### src/rtl/bfs_pkg.sv
// bfs_pkg: shared FSM state type and widths for the BFS frontier scheduler
package bfs_pkg;
   typedef enum logic [2:0] {IDLE, ISSUE, COLLECT, EMIT, DONE} state_t;
   localparam int VADDR_W = 32;
   localparam int COUNT_W = 16;
endpackage

### src/rtl/bfs_fifo.sv
// bfs_fifo: first-word-fall-through FIFO holding the BFS frontier
module bfs_fifo import bfs_pkg::*; #(
   parameter int DATA_WIDTH = VADDR_W,
   parameter int DEPTH      = 16
) (
   input  logic                  clk_in,
   input  logic                  rst_in,
   input  logic                  push,
   input  logic [DATA_WIDTH-1:0] push_data,
   input  logic                  pop,
   output logic [DATA_WIDTH-1:0] head,
   output logic                  empty,
   output logic                  full
);
   localparam int AW = (DEPTH > 1) ? $clog2(DEPTH) : 1;
   logic [DATA_WIDTH-1:0] mem [DEPTH];
   logic [AW-1:0] rd_ptr, wr_ptr;
   logic [AW:0] count;
   logic do_push, do_pop;
   assign empty = count == '0;
   assign full = count == (AW+1)'(DEPTH);
   assign do_push = push && !full;
   assign do_pop = pop && !empty;
   assign head = mem[rd_ptr];
   always_ff @(posedge clk_in)
      if (do_push) mem[wr_ptr] <= push_data;
   always_ff @(posedge clk_in or negedge rst_in)
      if (!rst_in) begin
         rd_ptr <= '0;
         wr_ptr <= '0;
         count <= '0;
      end else begin
         if (do_push) wr_ptr <= (wr_ptr == AW'(DEPTH-1)) ? '0 : wr_ptr + 1'b1;
         if (do_pop) rd_ptr <= (rd_ptr == AW'(DEPTH-1)) ? '0 : rd_ptr + 1'b1;
         count <= count + {{AW{1'b0}}, do_push} - {{AW{1'b0}}, do_pop};
      end
endmodule

### src/rtl/visited_bitmap.sv
// visited_bitmap: one flag per low-order address; clear_all beats set_en
module visited_bitmap #(
   parameter int VBITS = 10
) (
   input  logic             clk_in,
   input  logic             rst_in,
   input  logic             clear_all,
   input  logic             set_en,
   input  logic [VBITS-1:0] set_idx,
   input  logic [VBITS-1:0] test_idx,
   output logic             test_out
);
   logic [2**VBITS-1:0] bits;
   assign test_out = bits[test_idx];
   always_ff @(posedge clk_in or negedge rst_in)
      if (!rst_in) bits <= '0;
      else if (clear_all) bits <= '0;
      else if (set_en) bits[set_idx] <= 1'b1;
endmodule

### src/rtl/bfs_frontier_sched.sv
// bfs_frontier_sched: BFS controller around the graph fetch stage.
// Define BFS_FRONTIER_STATS_EN to enable the edges_seen/dup_drop counters.
module bfs_frontier_sched import bfs_pkg::*; #(
   parameter int DIM         = 2,
   parameter int QDEPTH      = 16,
   parameter int VBITS       = 10,
   parameter int IDLE_CYCLES = 4
) (
   input  logic                 clk_in,
   input  logic                 rst_in,
   input  logic                 start_in,
   input  logic [VADDR_W-1:0]   root_addr_in,
   output logic                 busy_out,
   output logic                 done_out,
   output logic [COUNT_W-1:0]   visited_count_out,
   output logic                 overflow_out,
   output logic [VADDR_W-1:0]   fetch_addr_out,
   output logic                 fetch_valid_out,
   input  logic                 fetch_ready_in,
   input  logic [31:0]          pos_data_in,
   input  logic                 pos_valid_in,
   output logic                 pos_deq_out,
   input  logic [VADDR_W-1:0]   neigh_data_in,
   input  logic                 neigh_valid_in,
   output logic                 neigh_deq_out,
   output logic [DIM*32-1:0]    vec_out,
   output logic [VADDR_W-1:0]   vec_addr_out,
   output logic                 vec_valid_out,
   input  logic                 vec_ready_in,
   output logic [31:0]          edges_seen_out,
   output logic [31:0]          dup_drop_out
);
   localparam int CT_W = $clog2(DIM+1);
   localparam int ID_W = $clog2(IDLE_CYCLES+1);
   state_t state, state_nx;
   logic [CT_W-1:0] ct;
   logic [ID_W-1:0] idle;
   logic start_go, take_fetch, n_fresh, bm_hit, q_empty, q_full;
   logic [VADDR_W-1:0] q_head;
   assign start_go = state == IDLE && start_in;
   assign take_fetch = state == ISSUE && !q_empty && fetch_ready_in;
   assign pos_deq_out = state == COLLECT && pos_valid_in && ct < CT_W'(DIM);
   assign neigh_deq_out = state == COLLECT && neigh_valid_in;
   assign n_fresh = neigh_deq_out && !bm_hit && !q_full;
   assign busy_out = state == ISSUE || state == COLLECT || state == EMIT;
   assign done_out = state == DONE;
   assign vec_valid_out = state == EMIT;
   bfs_fifo #(.DATA_WIDTH(VADDR_W), .DEPTH(QDEPTH)) u_frontier (
      .clk_in(clk_in), .rst_in(rst_in),
      .push(start_go || n_fresh), .push_data(start_go ? root_addr_in : neigh_data_in),
      .pop(take_fetch), .head(q_head), .empty(q_empty), .full(q_full)
   );
   // The root is marked when it is popped: the bitmap clear on start would swallow a same-cycle set.
   visited_bitmap #(.VBITS(VBITS)) u_visited (
      .clk_in(clk_in), .rst_in(rst_in), .clear_all(start_go),
      .set_en(take_fetch || n_fresh),
      .set_idx(take_fetch ? q_head[VBITS-1:0] : neigh_data_in[VBITS-1:0]),
      .test_idx(neigh_data_in[VBITS-1:0]), .test_out(bm_hit)
   );
   always_comb begin
      state_nx = state;
      case (state)
         IDLE:    state_nx = start_in ? ISSUE : IDLE;
         ISSUE:   state_nx = q_empty ? DONE : (fetch_ready_in ? COLLECT : ISSUE);
         COLLECT: state_nx = (ct == CT_W'(DIM) && idle == ID_W'(IDLE_CYCLES)) ? EMIT : COLLECT;
         EMIT:    state_nx = vec_ready_in ? ISSUE : EMIT;
         DONE:    state_nx = IDLE;
         default: state_nx = IDLE;
      endcase
   end
   always_ff @(posedge clk_in or negedge rst_in)
      if (!rst_in) begin
         state <= IDLE;
         ct <= '0;
         idle <= '0;
         fetch_addr_out <= '0;
         fetch_valid_out <= 1'b0;
         vec_out <= '0;
         vec_addr_out <= '0;
         visited_count_out <= '0;
         overflow_out <= 1'b0;
      end else begin
         state <= state_nx;
         fetch_valid_out <= take_fetch;
         if (take_fetch) begin
            fetch_addr_out <= q_head;
            vec_addr_out <= q_head;
            ct <= '0;
            idle <= '0;
         end
         if (pos_deq_out) ct <= ct + 1'b1;
         for (int i = 0; i < DIM; i++)
            if (pos_deq_out && ct == CT_W'(i)) vec_out[i*32 +: 32] <= pos_data_in;
         if (state == COLLECT)
            idle <= neigh_valid_in ? '0 : (idle == ID_W'(IDLE_CYCLES) ? idle : idle + 1'b1);
         if (start_go) visited_count_out <= '0;
         else if (state == EMIT && vec_ready_in && visited_count_out != '1)
            visited_count_out <= visited_count_out + 1'b1;
         if (start_go) overflow_out <= 1'b0;
         else if (neigh_deq_out && !bm_hit && q_full) overflow_out <= 1'b1;
      end
`ifdef BFS_FRONTIER_STATS_EN
   always_ff @(posedge clk_in or negedge rst_in)
      if (!rst_in) begin
         edges_seen_out <= '0;
         dup_drop_out <= '0;
      end else if (start_go) begin
         edges_seen_out <= '0;
         dup_drop_out <= '0;
      end else begin
         if (neigh_deq_out) edges_seen_out <= edges_seen_out + 1'b1;
         if (neigh_deq_out && bm_hit) dup_drop_out <= dup_drop_out + 1'b1;
      end
`else
   assign edges_seen_out = '0;
   assign dup_drop_out = '0;
`endif
endmodule

### config.mk
export PLATFORM = sky130hd
export DESIGN_NAME = bfs_frontier_sched
export DESIGN_NICKNAME = d
export VERILOG_FILES = /design/src/rtl/bfs_pkg.sv /design/src/rtl/bfs_fifo.sv /design/src/rtl/visited_bitmap.sv /design/src/rtl/bfs_frontier_sched.sv
export SDC_FILE = /design/constraint.sdc
export NUM_CORES = 2
export LEC_CHECK = 0
export CAP_MARGIN = 20
export CORE_UTILIZATION = 30
export DETAILED_ROUTE_END_ITERATION = 8
export PLACE_DENSITY = 0.55
export SYNTH_ARGS = -nofsm -noshare
export SYNTH_HDL_FRONTEND = slang
export SYNTH_SLANG_ARGS = --single-unit
### constraint.sdc
create_clock -name clk_in -period 4.4 [get_ports clk_in]
set_clock_uncertainty 0.1 [all_clocks]
set_input_delay 0.88 -clock clk_in [delete_from_list [all_inputs] [get_ports clk_in]]
set_output_delay 0.88 -clock clk_in [all_outputs]
set_load 0.1 [all_outputs]
==> run summary <==
Run status: finished, final reports clean
Worst-path maximum fanout: 32
Post-DP HPWL: 158000 um
GP Congestion: 0.900
CTS Buf Count: 177
Cell mode on critical path: buf_12
Kind of critical path: primary input to register
Grt ovf: 0
Die width: 495 um
Mean area per synthesized cell: 11.8 um2
Seq cells post-synth: 1671
Worst r2r dst: u_frontier.mem[6][12]
Root Buffer: clkbuf_16
Die Height: 495 um
Async SR Flop Fraction: 0.694
Clk_lat worst skew: 0.83 ns
CP Capture Type: register
Final Slew Violations: 0
Synth top cells by count: 1746 x nand2_1, 1159 x dfrtp_1, 751 x o21ai_0
Critical path's top delay family: buffers and inverters
Fin crit share: 0.994
Vias in the first global route: 52491
Count of different cell masters after synthesis: 74
Final hold slack: 0.0265 ns
Worst min path class: primary input to async pin
DRT Pass-1 Iters: 6
Worst endpoint data arrival time: 4.76 ns
Mapped Cells: 6168
# H-tree levels: 4
EDFF count, synth: 512
Core Region: 241000 um2
P&R area growth vs syn: 21.8%
LEAKAGE: 35.0 nW
Critical Path RT: 4.79 ns
Die area: 245000 um2
Initial DRC count: 5667
Setup TNS: 0 ns
Final Hold Fails: 0
Clk sinks: 1671
Max Buffers Root-to-Sink: 3
Critical Path Max Stage Delay: 0.54 ns
Synth Warn #: 0
PD cells: 560 nW/um2
Top post-synthesis cells by area: dfrtp_1 40%, edfxtp_1 21%, mux4_2 11%
Number of I/O pins: 318
Count leader, synth: nand2_1
Synth top area share: 0.397
Clock transition at the registers of the reported paths: 0.06 ns
Worst reg2reg path depth: 14
Detail Route Antenna Nets: 0
Remaining DRCs: 0
FP Rows: 180
Maxcap violations: 0
CP cell instances: buf_8 -> buf_12 -> buf_12 -> mux2i_2 -> a2111oi_0 -> a31oi_1 -> o31ai_1 -> nor4_1 -> buf_4 -> nor4_1 -> o21bai_2 -> a211oi_4 -> buf_6 -> buf_8 -> and3_4 -> buf_12
Initial antenna violation count: 13
Worst path buffer plus inverter count: 7
DR WL/cell: 23.9 um
Worst setup SP type: primary input
Routed Wire Length: 238000 um
Worst relative slew slack: 0.297
N_diodes: 0
Final Setup Violations: 0
Routed vias: 51786
R2R setup slack: 0.06 ns
Fmax: 229 MHz
Period minus WS final: 4.38 ns
Maximum VDD drop: 901 uV
Mapped Area: 73100 um2
Global-route wire length before repair: 353000 um
Port Buffers: 253
Overall Global Routing Usage: 0.193
Vias/cell: 5.19
Main flop type after synthesis: dfrtp_1
RSZ-0062 raised after global routing: yes
Largest net degree at the start of global routing: 223
TritonCTS clock tree: yes
Actual slew at the worst max-slew pin: 1.05 ns
Layout cells sized above 1: 0.204
Layout net count: 6763
Reg2reg start: u_visited.bits[967]
Initial Util: 0.303
CP max stage cell: mux2i_2
Sequential-to-total area share from yosys stat: 0.607
Post-synth top area cell: dfrtp_1
[layout by cell type (no fill, tap or decap), types with 22 or more instances in the layout]
cell type and count:
nor2_2 47, buf_12 134, o21ai_0 749, dfrtp_1 1155
mux2_2 82, a211oi_1 22, mux2i_1 112, buf_4 410
a21oi_1 35, edfxtp_1 512, clkbuf_1 43, conb_1 64
nor2b_1 29, inv_1 25, clkinv_2 29, nor2_1 57
a22oi_1 38, clkdlybuf4s50_1 238, clkbuf_16 182, o21ai_1 299
nand3_1 39, mux4_2 367, nand2_1 1746, clkbuf_8 29
[timing repair]
| item | 4_1_cts | 5_1_grt |
|---|---|---|
| gates cloned | 1 | 2 |
| hold buffers | 0 | 0 |
| setup endpoints to repair | 1533 | 1272 |
| pin swaps | 2 | 1 |
| setup buffers | 2 | 0 |
| endpoints found under the hold margin | 0 | 0 |
| resized for setup | 8 | 20 |
[per-stage QoR]
step                utilization  cell area, um2  total power [W]  cells  worst slack (ns)
floorplan                     -           73600           0.0291   6231           -0.0374
global placement          0.344           82900           0.0348   9641             -1.33
detailed placement        0.344           82900           0.0349   9642             -1.23
CTS                       0.368           88800           0.0502   9969           0.00816
global route              0.369           89000           0.0517   9972           -0.0672
finish                    0.369           89000           0.0498   9972            0.0250
[worst reg2reg max path, delay by kind of cell, from the launching register on]
| kind | cells | cell delay (ns) |
|---|---|---|
| flops | 1 | 0.40 |
| simple gates | 3 | 0.48 |
| mux | 2 | 0.99 |
| compound gates | 3 | 0.93 |
| buf+inv | 6 | 1.10 |
[worst max-delay path by stage]
stage                   startpoint                     to  slack, ns  cells after the start
5_1_grt        u_visited.bits[979]    u_frontier.count[4]      -0.07                     19
3_5_place_dp      neigh_data_in[4]      u_visited.bits[9]      -1.23                     18
3_3_place_gp      neigh_data_in[4]    u_frontier.count[4]      -1.33                     22
4_1_cts        u_visited.bits[961]  u_frontier.mem[13][7]      0.008                     15
2_1_floorplan     neigh_data_in[2]    u_frontier.count[4]      -0.04                     18
6_report          neigh_data_in[2]  u_frontier.mem[6][12]       0.02                     16
[report_power, final]
part           switching (W)  internal (W)  total [W]
sequential          0.000766        0.0174     0.0182
combinational         0.0118       0.00472     0.0165
clock                0.00647       0.00867     0.0151
[routing by layer]
layer,wire length [um],part of all wire,vias up,GRT usage
li1,-,-,22677,-
met3,16700,0.070,441,0.0395
met2,111000,0.47,2007,0.309
met5,40,0.00017,-,0
met1,101000,0.42,26655,0.257
met4,9490,0.040,6,0.0703
[state kept, by name, indices dropped and copies added (netlist names)]
register and cells:
ct 2, visited_count_out 16, state 3, vec_out 64, u_frontier.mem 512, u_visited.bits 1024
u_frontier.rd_ptr 4, vec_addr_out 32, fetch_valid_out 1, overflow_out 1, u_frontier.count 5, idle 3
u_frontier.wr_ptr 4
[final cells by class]
cell class              instances  area [um2]
repair buffers                798        8360
inverters                      27         101
flip-flops and latches       1671       44400
well taps                    3185        3990
clock buffers                 252        5060
fillers                     23291      152000
clock inverters                72         758
multi-input cells            3967       26300
[logic make-up after synthesis]
family / synth area share
simple gates: 0.112
flops: 0.607
compound gates: 0.0933
buf+inv: 0.0403
mux: 0.142
fa+ha+maj: 0.00319
xor+xnor: 0.00192
other cells: 0.0000513
Note: power is estimated with default switching activity, not from simulation.
==> variant, RTL diff (config.mk and constraints unchanged) <==
Set the parameter `IDLE_CYCLES` to 2 (it was 4).
--- a/src/rtl/bfs_frontier_sched.sv
+++ b/src/rtl/bfs_frontier_sched.sv
@@ -5,5 +5,5 @@
    parameter int QDEPTH      = 16,
    parameter int VBITS       = 10,
-   parameter int IDLE_CYCLES = 4
+   parameter int IDLE_CYCLES = 2
 ) (
    input  logic                 clk_in,
Function: not settled (the Yosys comparison gave no result); the edit may change what the design does.
==> variant against the original RTL <==
  * Routed wire length decreased by 2.1%
  * Non-clock buffer count decreased by 16
  * Largest power group unchanged
  * Highest routed layer is now met4
  * Design area increased by 0.95%
  * Power increased by 2.0%
  * Synthesized area increased by 1.7%
  * Sequential cell count decreased by 1
  * Worst setup slack improved by 0.055 ns
  * Hold slack improved by 0.084 ns
  * Count of clock-buffer cells in the layout decreased by 8
  * Critical path type unchanged
  * Largest cell class unchanged
==> variant: results (changes against the original RTL) <==
| Metric | Value |
|---|---|
| CP max stage cell | a2111oi_1 |
| DP Worst Slack | -1.02 ns (+0.208 ns) |
| Final Worst Setup Slack | 0.0799 ns (+0.0549 ns) |
| Internal | 31.0 mW (+0.53%) |
| CP max FO | 23 (-28%) |
| Post-synthesis xor/xnor area fraction | 0.212% (+0.020 points) |
| Vias in the first global route | 51.1k (-2.7%) |
| Unique cell type count in the Yosys netlist | 67 (-9.5%) |
| Ranking of synthesized cells by area | dfrtp_1 39%, edfxtp_1 21%, mux4_2 11% |
| Seq/Total Area, Yosys | 59.7% (-1.1 points) |
| Mux cell area share after synthesis | 14.2% (+0.070 points) |
| DP Area | 0.0839 mm² (+1.2%) |
| Cell family with most CP delay | compound AO/OA/AOI/OAI gates |
| Adder-cell share of the synthesized area | 0.296% (-0.022 points) |
| Dpl hpwl | 143,000 µm (-9.8%) |
| Compound-Gate Fraction of Synth Area | 12.4% (+3.0 points) |
| Final #Nets | 6,251 (-7.6%) |
| R2r setup slk | 0.13 ns (+0.07 ns) |
| Via density | 5.34 (+2.9%) |
| First-pass GRT wire length | 348,000 µm (-1.4%) |
| Static leakage | 35.4 nW (+0.97%) |
| Share of cells above drive strength 1 | 21.3% (+0.97 points) |
| Synth async-reset ratio | 69.3% (about the same) |
| Fillers | 23.7k (+1.9%) |
| Overall global routing resource usage | 18.4% (-0.84 points) |
| Arr. time, crit path | 4.88 ns (+0.12 ns) |
| Peak VDD IR | 0.806 mV (-11%) |
| Non-Filler Instances | 9,580 (-3.9%) |
| Initial antenna violation count | 1 (-12) |
| Status | finished clean |
[variant: through the flow]
| step | utilization [%] | hold slack, ns |
|---|---|---|
| floorplan | - | 0.343 |
| global placement | 34.1 | 0.354 |
| detailed placement | 34.1 | 0.360 |
| CTS | 36.4 | 0.117 |
| global route | 36.5 | 0.138 |
| finish | 36.5 | 0.111 |
[variant: repair_timing]
item / in CTS / in global routing
resized for setup: 3 / 8
setup endpoints to repair: 644 / 325
buffers inserted: 0 / 3
cloned: 0 / 1
pin swaps: 0 / 1
[variant: cell type report]
type	count	area, µm²	share of cell area [%]
inverters	26	97.6	0.109
clock buffers	244	4900	5.45
repair buffers	782	8390	9.34
multi-input cells	3478	27000	30.1
flip-flops and latches	1670	44400	49.4
well taps	3312	4140	4.61
clock inverters	68	917	1.02
[variant: metal layers]
metal  wire [µm]  vias to the layer above  track usage, %
met4        7060                        0            5.47
met5           0                        -               0
met1      103000                    26700            26.1
met2      108000                     2015            28.8
met3       15800                      365            3.09
li1            -                    22100               -
[variant: kinds of logic (layout without fill, tap and decap cells)]
family,after synthesis,after routing
AOI/OAI and AO/OA,1234,1234
DFF,1670,1670
and+or+nand+nor,1567,1567
xor gates and xnor gates,18,18
buffers and inverters,706,1120
adders and majority gates,17,17
muxes,578,578
other,1,64
[variant: path summary, 6_finish.rpt]
path,from,to,depth (start not counted)
worst min-delay path,rst_in,u_visited.bits[453],1
worst max register to register,u_visited.bits[795],u_frontier.count[4],17
worst max-delay path,neigh_data_in[2],u_frontier.count[4],19
min in group clk_in,u_visited.bits[372],u_visited.bits[372],2
max in group asynchronous,rst_in,u_visited.bits[88],2
worst min register to register,u_visited.bits[372],u_visited.bits[372],2
[variant: power by group through the flow]
| stage | combinational [mW] | sequential (mW) | clock (mW) |
|---|---|---|---|
| finish | 17.7 | 18.1 | 15.0 |
| detailed placement | 17.6 | 18.4 | 0 |
| CTS | 17.7 | 18.1 | 15.3 |
| global route | 18.6 | 18.2 | 15.9 |
| floorplan | 9.04 | 21.2 | 0 |
| global placement | 17.5 | 18.4 | 0 |
